`src/rtl/alu_pkg.sv`:
```
// Shared ALU definitions: function codes, instruction field layout and decode helper.
// Used by the issue stage and the ALU pipeline.
package alu_pkg;

    localparam int unsigned INSTR_W = 24;
    localparam int unsigned REG_W   = 4;
    localparam int unsigned ADDR_W  = 8;
    localparam int unsigned FUNC_W  = 4;

    localparam int unsigned FUNC_LSB = 20;
    localparam int unsigned RD_LSB   = 16;
    localparam int unsigned RS1_LSB  = 12;
    localparam int unsigned RS2_LSB  = 8;
    localparam int unsigned ADDR_LSB = 0;

    localparam logic [FUNC_W-1:0] ADD  = 4'd0;
    localparam logic [FUNC_W-1:0] SUB  = 4'd1;
    localparam logic [FUNC_W-1:0] AND  = 4'd2;
    localparam logic [FUNC_W-1:0] OR   = 4'd3;
    localparam logic [FUNC_W-1:0] XOR  = 4'd4;
    localparam logic [FUNC_W-1:0] NOR  = 4'd5;
    localparam logic [FUNC_W-1:0] SLT  = 4'd6;
    localparam logic [FUNC_W-1:0] SLTU = 4'd7;
    localparam logic [FUNC_W-1:0] SHR  = 4'd8;
    localparam logic [FUNC_W-1:0] SRA  = 4'd9;
    localparam logic [FUNC_W-1:0] MUL  = 4'd10;
    localparam logic [FUNC_W-1:0] SHL  = 4'd11;
    localparam logic [FUNC_W-1:0] FUNC_MAX = SHL;

    typedef struct packed {
        logic [FUNC_W-1:0] func;
        logic [REG_W-1:0]  rd;
        logic [REG_W-1:0]  rs1;
        logic [REG_W-1:0]  rs2;
        logic [ADDR_W-1:0] addr;
    } instr_t;

    function automatic instr_t decode(input logic [INSTR_W-1:0] w);
        instr_t d;
        d.func = w[FUNC_LSB +: FUNC_W];
        d.rd   = w[RD_LSB   +: REG_W];
        d.rs1  = w[RS1_LSB  +: REG_W];
        d.rs2  = w[RS2_LSB  +: REG_W];
        d.addr = w[ADDR_LSB +: ADDR_W];
        return d;
    endfunction

endpackage

```
`src/rtl/alu_issue_stage_if.sv`:
```
// Upstream instruction handshake plus decoded issue slot toward the ALU.
interface alu_issue_stage_if;
    import alu_pkg::*;

    logic                 in_valid;
    logic [INSTR_W-1:0]   in_instr;
    logic                 in_ready;
    logic                 iss_valid;
    logic [REG_W-1:0]     iss_rs1;
    logic [REG_W-1:0]     iss_rs2;
    logic [REG_W-1:0]     iss_rd;
    logic [FUNC_W-1:0]    iss_func;
    logic [ADDR_W-1:0]    iss_addr;
    logic                 illegal;

    modport master (
        output in_valid, in_instr,
        input  in_ready, iss_valid, iss_rs1, iss_rs2, iss_rd, iss_func, iss_addr, illegal
    );

    modport slave (
        input  in_valid, in_instr,
        output in_ready, iss_valid, iss_rs1, iss_rs2, iss_rd, iss_func, iss_addr, illegal
    );

endinterface

```
`src/rtl/alu_scoreboard.sv`:
```
// Fixed-latency writeback tracker: a shift register of in-flight destination registers
// compared against the source registers of the word waiting to issue.
module alu_scoreboard
    import alu_pkg::*;
#(
    parameter int unsigned WB_LAT = 2
) (
    input  logic             i_clk,
    input  logic             i_rst,
    input  logic             i_push_v,
    input  logic [REG_W-1:0] i_push_rd,
    input  logic [REG_W-1:0] i_rs1,
    input  logic [REG_W-1:0] i_rs2,
    output logic             o_hit
);

    logic             r_v  [WB_LAT];
    logic [REG_W-1:0] r_rd [WB_LAT];

    always_ff @(posedge i_clk) begin
        if (i_rst) begin
            for (int unsigned i = 0; i < WB_LAT; i++) begin
                r_v[i]  <= 1'b0;
                r_rd[i] <= '0;
            end
        end else begin
            r_v[0]  <= i_push_v;
            r_rd[0] <= i_push_rd;
            for (int unsigned i = 1; i < WB_LAT; i++) begin
                r_v[i]  <= r_v[i-1];
                r_rd[i] <= r_rd[i-1];
            end
        end
    end

    always_comb begin
        o_hit = 1'b0;
        for (int unsigned i = 0; i < WB_LAT; i++) begin
            if (r_v[i] && ((r_rd[i] == i_rs1) || (r_rd[i] == i_rs2))) begin
                o_hit = 1'b1;
            end
        end
    end

endmodule

```
`src/rtl/alu_issue_stage.sv`:
```
// ALU issue stage: one-entry hold register, RAW hazard stall against the writeback
// scoreboard, illegal-word drop, registered issue slot and saturating event counters.
module alu_issue_stage
    import alu_pkg::*;
#(
    parameter int unsigned WB_LAT = 2,
    parameter int unsigned CNT_W  = 16
) (
    input  logic               i_clk,
    input  logic               i_rst,
    alu_issue_stage_if.slave   if_bus,
    output logic [CNT_W-1:0]   o_stall_cnt,
    output logic [7:0]         o_illegal_cnt
);

    logic               r_hold_v;
    logic [INSTR_W-1:0] r_hold_instr;
    logic               r_iss_valid;
    instr_t             r_iss;
    logic               r_illegal;
    logic [CNT_W-1:0]   r_stall_cnt;
    logic [7:0]         r_illegal_cnt;

    instr_t w_hold;
    logic   w_hit;
    logic   w_illegal_now;
    logic   w_hazard;
    logic   w_leave;
    logic   w_issue;
    logic   w_accept;

    assign w_hold        = decode(r_hold_instr);
    assign w_illegal_now = r_hold_v && (w_hold.func > FUNC_MAX);
    assign w_hazard      = r_hold_v && !w_illegal_now && w_hit;
    assign w_leave       = r_hold_v && (w_illegal_now || !w_hazard);
    assign w_issue       = w_leave && !w_illegal_now;
    // Ready looks through a leaving word so a hazard-free stream runs without bubbles.
    assign if_bus.in_ready = !r_hold_v || w_leave;
    assign w_accept      = if_bus.in_valid && if_bus.in_ready;

    alu_scoreboard #(
        .WB_LAT (WB_LAT)
    ) u_scoreboard (
        .i_clk     (i_clk),
        .i_rst     (i_rst),
        .i_push_v  (w_issue),
        .i_push_rd (w_hold.rd),
        .i_rs1     (w_hold.rs1),
        .i_rs2     (w_hold.rs2),
        .o_hit     (w_hit)
    );

    always_ff @(posedge i_clk) begin
        if (i_rst) begin
            r_hold_v     <= 1'b0;
            r_hold_instr <= '0;
        end else if (w_accept) begin
            r_hold_v     <= 1'b1;
            r_hold_instr <= if_bus.in_instr;
        end else if (w_leave) begin
            r_hold_v     <= 1'b0;
        end
    end

    always_ff @(posedge i_clk) begin
        if (i_rst) begin
            r_iss_valid <= 1'b0;
            r_iss       <= '0;
        end else begin
            r_iss_valid <= w_issue;
            if (w_issue) begin
                r_iss <= w_hold;
            end
        end
    end

    always_ff @(posedge i_clk) begin
        if (i_rst) begin
            r_illegal     <= 1'b0;
            r_illegal_cnt <= '0;
            r_stall_cnt   <= '0;
        end else begin
            r_illegal <= w_leave && w_illegal_now;
            if (w_leave && w_illegal_now && (r_illegal_cnt != 8'hFF)) begin
                r_illegal_cnt <= r_illegal_cnt + 8'd1;
            end
            if (w_hazard && (r_stall_cnt != {CNT_W{1'b1}})) begin
                r_stall_cnt <= r_stall_cnt + CNT_W'(1);
            end
        end
    end

    assign if_bus.iss_valid = r_iss_valid;
    assign if_bus.iss_func  = r_iss.func;
    assign if_bus.iss_rd    = r_iss.rd;
    assign if_bus.iss_rs1   = r_iss.rs1;
    assign if_bus.iss_rs2   = r_iss.rs2;
    assign if_bus.iss_addr  = r_iss.addr;
    assign if_bus.illegal   = r_illegal;
    assign o_stall_cnt      = r_stall_cnt;
    assign o_illegal_cnt    = r_illegal_cnt;

endmodule

```
`src/flat_wrapper.sv`:
```
// flat-port wrapper written by rule: the top's interface ports become plain ports
module alu_issue_stage_flat import alu_pkg::*;
#(
    parameter int unsigned WB_LAT = 2,
    parameter int unsigned CNT_W  = 16
)
  (i_clk, i_rst, o_stall_cnt, o_illegal_cnt, if_bus_in_valid, if_bus_in_instr, if_bus_in_ready, if_bus_iss_valid, if_bus_iss_rs1, if_bus_iss_rs2, if_bus_iss_rd, if_bus_iss_func, if_bus_iss_addr, if_bus_illegal);
  alu_issue_stage_if if_bus_i ();
  input  logic i_clk;
  input  logic i_rst;
  output logic [CNT_W-1:0] o_stall_cnt;
  output logic [7:0] o_illegal_cnt;
  input wire logic [$bits(if_bus_i.in_valid)-1:0] if_bus_in_valid;
  input wire logic [$bits(if_bus_i.in_instr)-1:0] if_bus_in_instr;
  output wire logic [$bits(if_bus_i.in_ready)-1:0] if_bus_in_ready;
  output wire logic [$bits(if_bus_i.iss_valid)-1:0] if_bus_iss_valid;
  output wire logic [$bits(if_bus_i.iss_rs1)-1:0] if_bus_iss_rs1;
  output wire logic [$bits(if_bus_i.iss_rs2)-1:0] if_bus_iss_rs2;
  output wire logic [$bits(if_bus_i.iss_rd)-1:0] if_bus_iss_rd;
  output wire logic [$bits(if_bus_i.iss_func)-1:0] if_bus_iss_func;
  output wire logic [$bits(if_bus_i.iss_addr)-1:0] if_bus_iss_addr;
  output wire logic [$bits(if_bus_i.illegal)-1:0] if_bus_illegal;
  assign if_bus_i.in_valid = if_bus_in_valid;
  assign if_bus_i.in_instr = if_bus_in_instr;
  assign if_bus_in_ready = if_bus_i.in_ready;
  assign if_bus_iss_valid = if_bus_i.iss_valid;
  assign if_bus_iss_rs1 = if_bus_i.iss_rs1;
  assign if_bus_iss_rs2 = if_bus_i.iss_rs2;
  assign if_bus_iss_rd = if_bus_i.iss_rd;
  assign if_bus_iss_func = if_bus_i.iss_func;
  assign if_bus_iss_addr = if_bus_i.iss_addr;
  assign if_bus_illegal = if_bus_i.illegal;
  alu_issue_stage #(.WB_LAT(WB_LAT), .CNT_W(CNT_W)) u_core (.i_clk(i_clk), .i_rst(i_rst), .if_bus(if_bus_i), .o_stall_cnt(o_stall_cnt), .o_illegal_cnt(o_illegal_cnt));
endmodule
```
`config.mk`:
```
export PLATFORM = sky130hd
export DESIGN_NAME = alu_issue_stage_flat
export DESIGN_NICKNAME = d
export VERILOG_FILES = /design/src/rtl/alu_pkg.sv /design/src/rtl/alu_issue_stage_if.sv /design/src/rtl/alu_scoreboard.sv /design/src/rtl/alu_issue_stage.sv /design/src/flat_wrapper.sv
export SDC_FILE = /design/constraint.sdc
export NUM_CORES = 1
export LEC_CHECK = 0
export ABC_AREA = 1
export CORE_ASPECT_RATIO = 0.8
export CORE_UTILIZATION = 45
export CTS_BUF_LIST = sky130_fd_sc_hd__clkbuf_8
export DETAILED_ROUTE_END_ITERATION = 12
export GPL_ROUTABILITY_DRIVEN = 0
export HOLD_SLACK_MARGIN = 0.02
export PLACE_DENSITY_LB_ADDON = 0.25
export SLEW_MARGIN = 15
export SYNTH_ARGS = -nofsm -noshare
export SYNTH_HDL_FRONTEND = slang
export SYNTH_SLANG_ARGS = --single-unit
```
`constraint.sdc`:
```
create_clock -name i_clk -period 1.5 [get_ports i_clk]
set_input_delay 0.225 -clock i_clk [delete_from_list [all_inputs] [get_ports i_clk]]
set_output_delay 0.225 -clock i_clk [all_outputs]
set_load 0.05 [all_outputs]
```
# Word-level counts from Yosys, hierarchy flattened
# Memories as Yosys holds them, arrays and structs flattened.
# Cells that the tools add are included.
[totals] memories=2 reg_bits=75 ramBits=10 inputBits=27 out_inout_bits=51 wordCells=56
[mem_list] memory="u_core.u_scoreboard.r_rd" words=2 width=4 rd=2 rd_ports_with_merged_regs=0 wr=2 line="alu_scoreboard.sv:18" text="logic [REG_W-1:0] r_rd [WB_LAT];"
[mem_list] memory="u_core.u_scoreboard.r_v" words=2 width=1 rd=2 rd_ports_with_merged_regs=0 wr=2 line="alu_scoreboard.sv:17" text="logic r_v [WB_LAT];"
[classes] n_bitwise=4 magnitude_cmp=1 n_reduce_logical=19 add_sub_neg=2 eq_ne=6 muxes=11
[op_table] op="16-bit by 1-bit adder with 16-bit output (second input constant)" count=1
[op_table] op="4-bit == test" count=4
[op_table] op="16-bit inequality test (second input constant)" count=1
[op_table] op="1-bit logical AND" count=11
[op_table] op="1-bit two-way mux" count=9
[op_table] op="8-bit by 1-bit adder with 8-bit output (second input constant)" count=1
[op_table] op="4-bit two-way mux" count=2
[op_table] op="8-bit inequality test (second input constant)" count=1
[op_table] op="4-bit > comparator (second input constant)" count=1
[op_table] op="1-bit logical OR" count=4
[op_table] op="1-bit bitwise OR" count=4
[op_table] op="1-bit zero test" count=3
[op_table] op="2-bit nonzero test" count=1

# Longest topological paths before layout
# Gate-level depths: netlist (run 1).
[depth] word_depth=12 depth_mapped=13 mapped_depth_nobuf=12

# Cells and area by module
# A second synthesis (run 1) with hierarchy kept.
[unflattened] hier_cells=533 area_unflattened_um2=3687.3
[modules_own_cells] mod="alu_issue_stage" seq_area_each_um2=1501.4 cells_per_inst=425 area_each_um2=3116.7 n_inst=1
[modules_own_cells] mod="alu_scoreboard" seq_area_each_um2=200.2 cells_per_inst=108 area_each_um2=570.5 n_inst=1

# Worst setup path before layout (run 1)
# No wires, ideal clock.
[synth_path] kind="register to register" startpoint="reg u_core.r_stall_cnt[0] (netlist: u_core.o_stall_cnt[0])" endpoint="reg u_core.r_stall_cnt[14] (netlist: u_core.o_stall_cnt[14])" setup_ns=0.132 arrival_time_ns=1.872 n_path_buf=1 path_stages_with_launch=10 required_ns=1.368 period_less_slack_ns=2.005 setup_slack_ns=-0.505 cell_sequence="dfxtp_1 -> ha_1 -> nand3_2 -> inv_2 -> nand3_1 -> inv_2 -> nand3_4 -> clkbuf_1 -> nand4_1 -> a21oi_1"
[synth_between] elab_chain_len=2 word_cells_on_any_way=3 cone_classes="add/sub: 1; eq/ne: 1; reduce/logical: 1"
[synth_lines] item="start, declared" line="alu_issue_stage.sv:21" text="logic [CNT_W-1:0] r_stall_cnt;"
[synth_lines] item="start signal, assigned" line="alu_issue_stage.sv:88" text="r_stall_cnt <= r_stall_cnt + CNT_W'(1);"
[synth_lines] item="branches (longest 2 deep; another with 16-bit by 1-bit adder with 16-bit output)"
# Parallel ways; which one is timed is not known.
# A chain may end at the register's enable or synchronous reset.

# Worst setup path after layout (run 1)
[layout_path] startpoint="reg u_core.r_hold_instr[8]" endpoint="out if_bus_in_ready"
[layout_between] elab_chain_len=10 word_cells_on_any_way=13 cone_classes="eq/ne: 2; mux: 2; reduce/logical: 9"
[layout_lines] item="start, declared" line="alu_issue_stage.sv:17" text="logic [INSTR_W-1:0] r_hold_instr;"
[layout_lines] item="start signal, assigned" line="alu_issue_stage.sv:59" text="r_hold_instr <= if_bus.in_instr;"
[layout_lines] item="4-bit == test" line="alu_scoreboard.sv:39" text="if (r_v[i] && ((r_rd[i] == i_rs1) || (r_rd[i] == i_rs2))) begin"
[layout_lines] item="1-bit logical OR" line="alu_scoreboard.sv:39"
[layout_lines] item="1-bit logical AND" line="alu_scoreboard.sv:39"
[layout_lines] item="1-bit two-way mux" line="alu_scoreboard.sv:39"
[layout_lines] item="1-bit two-way mux (*)" line="alu_scoreboard.sv:39"
[layout_lines] item="1-bit logical AND (*)" line="alu_issue_stage.sv:34" text="assign w_hazard = r_hold_v && !w_illegal_now && w_hit;"
[layout_lines] item="1-bit zero test (*)" line="alu_issue_stage.sv:35" text="assign w_leave = r_hold_v && (w_illegal_now || !w_hazard);"
[layout_lines] item="1-bit logical OR (*)" line="alu_issue_stage.sv:35"
[layout_lines] item="1-bit logical AND (*)" line="alu_issue_stage.sv:35"
[layout_lines] item="1-bit logical OR (*)" line="alu_issue_stage.sv:38" text="assign if_bus.in_ready = !r_hold_v || w_leave;"
[layout_lines] item="end, declared" line="flat_wrapper.sv:15" text="output wire logic [$bits(if_bus_i.in_ready)-1:0] if_bus_in_ready;"
# Mark *: on every way between the ends. The rest lies on a longest branch, timed or not.

==> results of run 1 <==
-- worst max-delay path, cell delays in order, from the launching register on --
cell	delay, ns
dfxtp_4	0.37
inv_2	0.04
nand2_1	0.05
nand2_1	0.06
nor2_1	0.14
nand2_1	0.07
nand2_1	0.08
nand2_2	0.09
nand2_8	0.10
nand2_8	0.05
buf_6	0.12
buf_8	0.14
-- cells in the mapped netlist, drive strengths merged --
cell type | count | share of area, %
nand3 | 57 | 10
nand4 | 19 | 2.8
nor3 | 3 | 0.47
nand2 | 159 | 16
o21a | 1 | 0.18
ha | 2 | 0.58
nor2 | 64 | 5.6
clkbuf | 10 | 0.88
buf | 20 | 4.0
xnor2 | 6 | 1.2
dfxtp | 84 | 39
a21oi | 73 | 11
o21ai | 9 | 1.1
inv | 71 | 6.3
xor2 | 4 | 0.82
-- layer usage --
| metal | vias to the layer above | part of all wire [%] | track usage (%) | wire (um) |
|---|---|---|---|---|
| met5 | - | 0 | 0 | 0 |
| met1 | 2048 | 43 | 30.97 | 5636 |
| met4 | 0 | 2.1 | 5.774 | 270 |
| li1 | 2118 | - | - | - |
| met2 | 173 | 48 | 41.05 | 6373 |
| met3 | 30 | 6.6 | 5.017 | 863 |
-- where the power goes --
part | switching [mW] | total, mW | leakage, nW | internal, mW
clock network | 0.880 | 1.83 | 0.114 | 0.949
logic | 0.596 | 1.05 | 1.89 | 0.456
registers | 0.0880 | 2.39 | 0.706 | 2.30
total | 1.56 | 5.27 | 2.71 | 3.71
-- final cells by class --
class | count | area [um^2] | share of cell area (%)
multi-input combinational | 402 | 2522 | 38.52
sequential | 84 | 1763 | 26.93
timing repair buffer | 141 | 1615 | 24.67
inverter | 71 | 279.0 | 4.261
tap | 115 | 143.9 | 2.198
clock buffer | 9 | 123.9 | 1.892
clock inverter | 7 | 100.1 | 1.529
-- timing repair --
item                                    in CTS  in global routing
pin swaps                                    7                 17
cloned                                       6                  3
hold endpoints to repair                     0                  0
resized for setup                           34                 91
endpoints found under the setup margin      66                 73
buffers inserted                             4                  7
-- path summary, 6_finish.rpt --
check | from | to | slack [ns] | depth (start not counted)
min reg2reg | u_core.r_hold_instr[18] | u_core.u_scoreboard.r_rd[0][2] | 0.46 | 2
max reg2reg | u_core.r_hold_instr[8] | u_core.if_bus.iss_rd[3] | -0.38 | 15
max | u_core.r_hold_instr[8] | if_bus_in_ready | -0.39 | 11
min | i_rst | u_core.o_illegal_cnt[0] | 0.28 | 4
-- sequential cells by signal (all words and copies together) (netlist names) --
signal / flops
u_core.if_bus.illegal: 1
u_core.if_bus.iss_addr: 8
u_core.if_bus.iss_func: 4
u_core.if_bus.iss_rd: 4
u_core.if_bus.iss_rs1: 4
u_core.if_bus.iss_rs2: 4
u_core.o_illegal_cnt: 8
u_core.o_stall_cnt: 16
u_core.r_hold_instr: 24
u_core.r_hold_v: 1
u_core.u_scoreboard.r_rd: 8
u_core.u_scoreboard.r_v: 2
-- kinds of logic after synthesis --
logic type	synth area share [%]
XOR/XNOR	2.045
AO/OA/AOI/OAI	11.77
AND/OR/NAND/NOR	35.12
buffers and inverters	11.22
adder cells (fa/ha/maj)	0.5842
flip-flops	39.26
==> flow_summary.toml, run 1 <==
[sta]
drv_slew = 0
fin_setup_tns_ns = -19.77
whs_ns = 0.2765
tightest_slew_ns = 0.3590
grt_setup_unrepaired = "true"
clock_skew_ns = 0.007156
min_period_over_period_pct = 126.3
min_period_ns = 1.894
worst_slack_ns = -0.3942
hold_viol = 0
setup_viol = 69
max_freq_mhz = 527.9
relSlewSlack_pct = 76.07

[global_routing]
grt_pass1_vias = 3872
grt_pass1_wl_mm = 18.69
gr-usage-all-layers_pct = 23.80
grt.overflow.total = 0
grt_max_degree = 54
antenna_found_initial = 0

[cts]
clkTransAtPathRegs_ns = 0.09
cts_buffer_depth = 2
clk_latency_ns = 0.36
cts_tree = "yes"
cts.sinks = 84
root_buffer = "clkbuf_8"
htree_levels = 3
cts_buffers = 9
cts_hold_buffers = 0

[finish]
num_antenna_cells = 0
area_growth_pct = 52.88
stdcell_count = 829
final_cell_area_um2 = 6548
nFillCells = 660
final_cell_mix = "116 x nand2_1, 73 x buf_4, 61 x nor2_1"
layout.nets = 738
final_common_cell = "nand2_1"
drive_gt1_share_pct = 45.24
post-route-util_pct = 71.53

[floorplan]
start_util_pct = 46.79
ioPinCount = 78
rows = 31
die-area_um2 = 9914
die_x_um = 111.1
design.core.area_um2 = 9154
die_h_um = 89.26

[outcome]
violations = "design-rule violations, negative setup slack"
status = "finished, violations left"

[synthesis]
yosysSeqAreaShare_pct = 39.26
ys_ff_latch = 84
yosys.cell_types.count = 29
syn_area_per_cell_um2 = 7.359
yosysWarnings = 0
synthesis.area_um2 = 4283
synth_nets = 611
syn_inst = 582

[power_and_ir_drop]
ir_drop_mv = 0.6748
p_per_area_nw_per_um2 = 805.1
p_leak_nw = 2.709
finalPower_mw = 5.272

[worst_setup_path]
worstSetupStartpointType = "register"
worstPathArrival_ns = 1.67
cp.required_ns = 1.27
critPathMaxFanout = 4
worstSetupPathType = "register to primary output"
worst_setup_path_end_kind = "primary output"

[drt]
drt_wl_total_mm = 13.14
vias = 4369
drc = 6
viasPerCell = 5.270
drt_iter0_drc = 357
firstDrtPassIters = 9
wl_per_cell_um = 15.85
ant_nets = 0

[placement]
port_buffers = 77
dp.cells = 794
dp_slack_ns = -0.1399
dp_hpwl_mm = 7.526
postPlaceCellArea_um2 = 5628

[hold_path]
min_path_type = "input pin to register"

[run]
max_cap_viol_count = 0
Power figures use the tool's default switching activity.
==> run 2: changes to the inputs <==
--- a/config.mk
+++ b/config.mk
@@ -6,14 +6,15 @@
 export NUM_CORES = 1
 export LEC_CHECK = 0
 export ABC_AREA = 1
+export CAP_MARGIN = 20
 export CORE_ASPECT_RATIO = 0.8
+export CORE_MARGIN = 2
 export CORE_UTILIZATION = 45
 export CTS_BUF_LIST = sky130_fd_sc_hd__clkbuf_8
 export DETAILED_ROUTE_END_ITERATION = 12
 export GPL_ROUTABILITY_DRIVEN = 0
 export HOLD_SLACK_MARGIN = 0.02
 export PLACE_DENSITY_LB_ADDON = 0.25
-export SLEW_MARGIN = 15
 export SYNTH_ARGS = -nofsm -noshare
 export SYNTH_HDL_FRONTEND = slang
 export SYNTH_SLANG_ARGS = --single-unit
==> run 2 against run 1 <==
  * Clock power up 11%
  * Largest power group unchanged
  * Critical path depth rose by 5
  * Flip-flop and latch count unchanged
  * Setup slack worse by 0.13 ns
  * Largest cell class unchanged
  * Cell count up 1.4%
  * Hold slack worse by 0.024 ns
  * The run still ends with design-rule violations, negative setup slack left
  * Highest routed layer unchanged
==> flow_summary.toml, run 2 (synthesis results as in run 1) <==
[outcome]
status = "finished, violations left"
violations = "design-rule violations, negative setup slack"

[cts]
cts_buffers = 9
htree_levels = 3
clkTransAtPathRegs_ns = 0.09
cts_buffer_depth = 2
clk_latency_ns = 0.38
cts_tree = "yes"
cts_hold_buffers = 0
cts.sinks = 84
root_buffer = "clkbuf_8"

[global_routing]
grt_pass1_wl_mm = 22.32
antenna_found_initial = 0
grt.overflow.total = 0
gr-usage-all-layers_pct = 27.46
grt_pass1_vias = 4406
grt_max_degree = 54

[sta]
clock_skew_ns = 0.01037
setup_viol = 68
min_period_ns = 2.025
max_freq_mhz = 493.9
worst_slack_ns = -0.5249
tightest_slew_ns = 0.3801
drv_slew = 0
hold_viol = 0
fin_setup_tns_ns = -25.57
min_period_over_period_pct = 135.0
relSlewSlack_pct = 74.66
grt_setup_unrepaired = "true"

[hold_path]
min_path_type = "input pin to register"

[finish]
drive_gt1_share_pct = 51.24
final_cell_mix = "99 x nand2_1, 68 x buf_4, 55 x inv_1"
final_common_cell = "nand2_1"
area_growth_pct = 63.37
largest_reg_flops = 24
num_antenna_cells = 0
layout.nets = 750
top_register = "u_core.r_hold_instr"

[drt]
ant_nets = 0
drt_iter0_drc = 463
wl_per_cell_um = 18.75
viasPerCell = 5.596
firstDrtPassIters = 9
drc = 3
drt_wl_total_mm = 15.77
vias = 4706

[floorplan]
ioPinCount = 78
rows = 31
die_h_um = 91.26
design.core.area_um2 = 9154
die-area_um2 = 10320
start_util_pct = 46.79
die_x_um = 113.1

[worst_setup_path]
worstPathArrival_ns = 2.33
slowest_stage = "dfxtp_4"
worst_setup_path_end_kind = "register"
slowest_delay_ns = 0.40
cp.required_ns = 1.80
worstSetupPathType = "register to register"
path_cells = "inv_2 > nand2_1 > nand2_1 > nor2_1 > nand2_1 > nand2_2 > nand2_4 > nand2_8 > nand2_8 > buf_6 > buf_12 > buf_12 > buf_16 > nand3_2 > nand2_1 > nor2_1"
worstSetupStartpointType = "register"
cpMostUsedCell = "nand2_1"
critPathMaxFanout = 7
cp_top_family = "simple AND/OR/NAND/NOR gates"
crit_buf_inv = 5

[power_and_ir_drop]
p_leak_nw = 2.872
ir_drop_mv = 0.4890
p_per_area_nw_per_um2 = 805.9
finalPower_mw = 5.639

[placement]
port_buffers = 77
dp_hpwl_mm = 7.714

[run]
max_cap_viol_count = 0
run 2: worst register-to-register path, stage by stage (launching register included):
cell and delay (ns):
dfxtp_4 0.40, inv_2 0.06, nand2_1 0.08, nand2_1 0.07, nor2_1 0.13, nand2_1 0.08
nand2_2 0.10, nand2_4 0.08, nand2_8 0.09, nand2_8 0.05, buf_6 0.14, buf_12 0.15
buf_12 0.13, buf_16 0.14, nand3_2 0.05, nand2_1 0.06, nor2_1 0.14
run 2: worst paths after layout:
path,slack (ns),cells after the start,startpoint,endpoint
setup / recovery,-0.52,16,u_core.r_hold_instr[12],u_core.r_hold_instr[8]
setup reg to reg,-0.52,16,u_core.r_hold_instr[12],u_core.r_hold_instr[8]
hold reg to reg,0.46,2,u_core.r_hold_instr[16],u_core.u_scoreboard.r_rd[0][0]
hold / removal,0.25,4,i_rst,u_core.o_illegal_cnt[0]
run 2: stage by stage:
step           instances  utilization (%)  hold WS, ns  setup WS (ns)  area, um^2
2_1_floorplan        582                -       0.4165       -0.04619        4382
3_3_place_gp         792            61.73       0.4277       -0.09410        5650
3_5_place_dp         792            61.73       0.4391        -0.1736        5650
4_1_cts              842            72.72       0.2476        -0.3572        6656
5_1_grt              841            76.44       0.2929        -0.6042        6997
6_report             841            76.44       0.2526        -0.5249        6997
run 2: cell type report:
class / count / area (um^2)
Tap cell: 115 / 143.9
Timing Repair Buffer: 153 / 1856
Clock inverter: 6 / 111.4
Sequential cell: 84 / 1773
Clock buffer: 10 / 137.6
Fill cell: 562 / 2157
Multi-Input combinational cell: 402 / 2689
Inverter: 71 / 286.5
run 2: where the power goes:
part	switching, mW	total, mW	internal, mW
logic	0.674	1.20	0.522
registers	0.104	2.40	2.30
clock network	0.888	2.04	1.15
total	1.67	5.64	3.97
run 2: metal layers:
metal  wire (um)  track usage [%]
met1        5986            34.60
met2        7737            46.46
met3        1403            5.674
met4         640            9.858
met5           0                0
run 2: timing repair:
item,4_1_cts,5_1_grt
resized for setup,80,122
pin swaps,32,41
cloned,12,0
endpoints found under the setup margin,65,71
buffers inserted,22,11
==> run 3: changes to the inputs <==
--- a/config.mk
+++ b/config.mk
@@ -14,7 +14,8 @@
 export DETAILED_ROUTE_END_ITERATION = 12
 export GPL_ROUTABILITY_DRIVEN = 0
 export HOLD_SLACK_MARGIN = 0.02
-export PLACE_DENSITY_LB_ADDON = 0.25
+export PLACE_DENSITY_LB_ADDON = 0.05
+export SLEW_MARGIN = 15
 export SYNTH_ARGS = -nofsm -noshare
 export SYNTH_HDL_FRONTEND = slang
 export SYNTH_SLANG_ARGS = --single-unit
==> run 3 against run 2 <==
  * The flow still finishes with violations (design-rule violations, negative setup slack)
  * Register-to-register slack improved by 0.31 ns
  * Setup slack improved by 0.25 ns
  * Flip-flop and latch count did not move
  * Final area fell by 6.7%
  * Clock power fell by 15%
  * Via count fell by 12%
  * Largest cell class unchanged
==> flow_summary.toml, run 3 (synthesis results as in run 1) <==
[finish]
drive_gt1_share_pct = 41.88
final_cell_area_um2 = 6530
num_antenna_cells = 0
final_common_cell = "nand2_1"
largest_reg_flops = 24
nFillCells = 735
post-route-util_pct = 71.34
final_cell_mix = "125 x nand2_1, 61 x nor2_1, 56 x inv_1"
layout.nets = 727
top_register = "u_core.r_hold_instr"
area_growth_pct = 52.47

[power_and_ir_drop]
p_leak_nw = 2.672
power_frac_comb_pct = 19.6
finalPower_mw = 5.144
seqPwrFrac_pct = 46.5
ir_drop_mv = 0.5139
p_per_area_nw_per_um2 = 787.7
switching_share_pct = 28.93
power_switching_mw = 1.488
internal-power_mw = 3.656
pwr-share-clk_pct = 33.9

[sta]
hold_viol = 0
min_period_over_period_pct = 118.1
relSlewSlack_pct = 70.53
drv_slew = 0
grt_setup_unrepaired = "true"
clock_skew_ns = 0.01682
worst_slack_ns = -0.2717
fin_setup_tns_ns = -10.68
setup_viol = 66
whs_ns = 0.2378
min_period_ns = 1.772
max_freq_mhz = 564.4
tightest_slew_ns = 0.4421

[drt]
firstDrtPassIters = 8
drt_iter0_drc = 189
wl_per_cell_um = 14.53
drc = 5
drt_wl_total_mm = 11.87
ant_nets = 0
vias = 4133
viasPerCell = 5.059

[floorplan]
start_util_pct = 46.79
design.core.area_um2 = 9154
die_h_um = 91.26
rows = 31
ioPinCount = 78
die-area_um2 = 10320
die_x_um = 113.1

[worst_setup_path]
critPathMaxFanout = 4
worstSetupStartpointType = "register"
path_cells = "inv_2 > nand2_1 > nand2_1 > nor2_1 > nand2_1 > nand2_2 > nand2_4 > nand2_8 > nand2_8 > buf_8"
slowest_delay_ns = 0.39
worstSetupPathType = "register to primary output"
slowest_stage = "dfxtp_4"
worst_setup_path_end_kind = "primary output"
worstPathArrival_ns = 1.55
cp.required_ns = 1.27
reg2reg_from = "u_core.r_hold_instr[9]"
cp_top_family = "simple AND/OR/NAND/NOR gates"
crit_start = "u_core.r_hold_instr[9]"
r2r_setup_slack_ns = -0.21
crit_buf_inv = 2
endpoint = "if_bus_in_ready"
crit_cells = 10
r2r-end = "u_core.r_hold_instr[4]"
cpMostUsedCell = "nand2_1"
reg2regPathDepth = 13

[cts]
root_buffer = "clkbuf_8"
cts.sinks = 84
cts_tree = "yes"
cts_buffers = 9
clkTransAtPathRegs_ns = 0.09
cts_buffer_depth = 2
htree_levels = 3
clk_latency_ns = 0.37
cts_hold_buffers = 0

[global_routing]
antenna_found_initial = 0
grt_pass1_vias = 3950
grt_max_degree = 54
grt_pass1_wl_mm = 19.11
grt.overflow.total = 0
gr-usage-all-layers_pct = 23.06

[outcome]
violations = "design-rule violations, negative setup slack"
status = "finished, violations left"

[placement]
postPlaceCellArea_um2 = 5746
dp_hpwl_mm = 7.468
port_buffers = 77

[run]
max_cap_viol_count = 0

[hold_path]
min_path_type = "input pin to register"
==> run 3: per-layer routing <==
metal  share of wire [%]  vias to the layer above  routed length [um]  track usage (%)
li1                    -                     2091                   -                -
met1                  47                     1921                5544            31.87
met2                  47                      110                5552            36.38
met3                 5.6                       11                 664            5.340
met4                0.89                        0                 106            5.894
met5                   0                        -                   0                0
==> run 3: cell type report <==
| type | instances | area [um^2] | share of cell area (%) |
|---|---|---|---|
| multi-input combinational | 402 | 2522 | 38.63 |
| clock buffer | 9 | 123.9 | 1.897 |
| timing repair inverter | 1 | 16.27 | 0.2491 |
| clock inverter | 6 | 82.58 | 1.265 |
| timing repair buffer | 129 | 1585 | 24.28 |
| inverter | 71 | 281.5 | 4.311 |
| tap | 115 | 143.9 | 2.203 |
| sequential | 84 | 1774 | 27.17 |
==> run 3: how the worst min path moves through the flow <==
stage	to	slack, ns	from	depth (start not counted)
final	u_core.o_illegal_cnt[0]	0.24	i_rst	4
after global routing	u_core.o_illegal_cnt[1]	0.27	i_rst	4
after CTS	u_core.o_illegal_cnt[0]	0.25	i_rst	4
after detailed placement	u_core.u_scoreboard.r_rd[0][1]	0.44	u_core.r_hold_instr[17]	2
after global placement	u_core.u_scoreboard.r_rd[0][3]	0.44	u_core.r_hold_instr[19]	2
after floorplan	u_core.u_scoreboard.r_rd[0][0]	0.42	u_core.r_hold_instr[16]	2
==> run 3: through the flow <==
| stage | setup slack [ns] | std cells |
|---|---|---|
| 2_1_floorplan | -0.04619 | 582 |
| 3_5_place_dp | -0.1938 | 788 |
| 3_3_place_gp | -0.1431 | 788 |
| 4_1_cts | -0.2633 | 814 |
| 6_report | -0.2717 | 817 |
| 5_1_grt | -0.3594 | 817 |
==> run 3: repair_timing <==
action	4_1_cts	5_1_grt
pin swaps	10	25
buffers inserted	5	3
endpoints found under the setup margin	70	74
resized for setup	30	85
endpoints found under the hold margin	0	0
gates cloned	6	1
==> run 3: power groups by stage <==
stage | registers, mW | clock network [mW] | logic (mW)
final | 2.39 | 1.74 | 1.01
after global routing | 2.40 | 1.88 | 1.08
after CTS | 2.38 | 1.77 | 0.893
after detailed placement | 2.43 | 0 | 0.813
after global placement | 2.42 | 0 | 0.800
after floorplan | 2.50 | 0 | 0.428
==> run 3: worst reg2reg max path, stage by stage (launching register included) <==
cell	delay (ns)
dfxtp_4	0.39
inv_2	0.05
nand2_1	0.06
nand2_1	0.06
nor2_1	0.10
nand2_1	0.07
nand2_2	0.10
nand2_4	0.07
nand2_8	0.09
nand2_8	0.06
buf_4	0.20
buf_12	0.18
a21oi_1	0.16
nor2_1	0.06
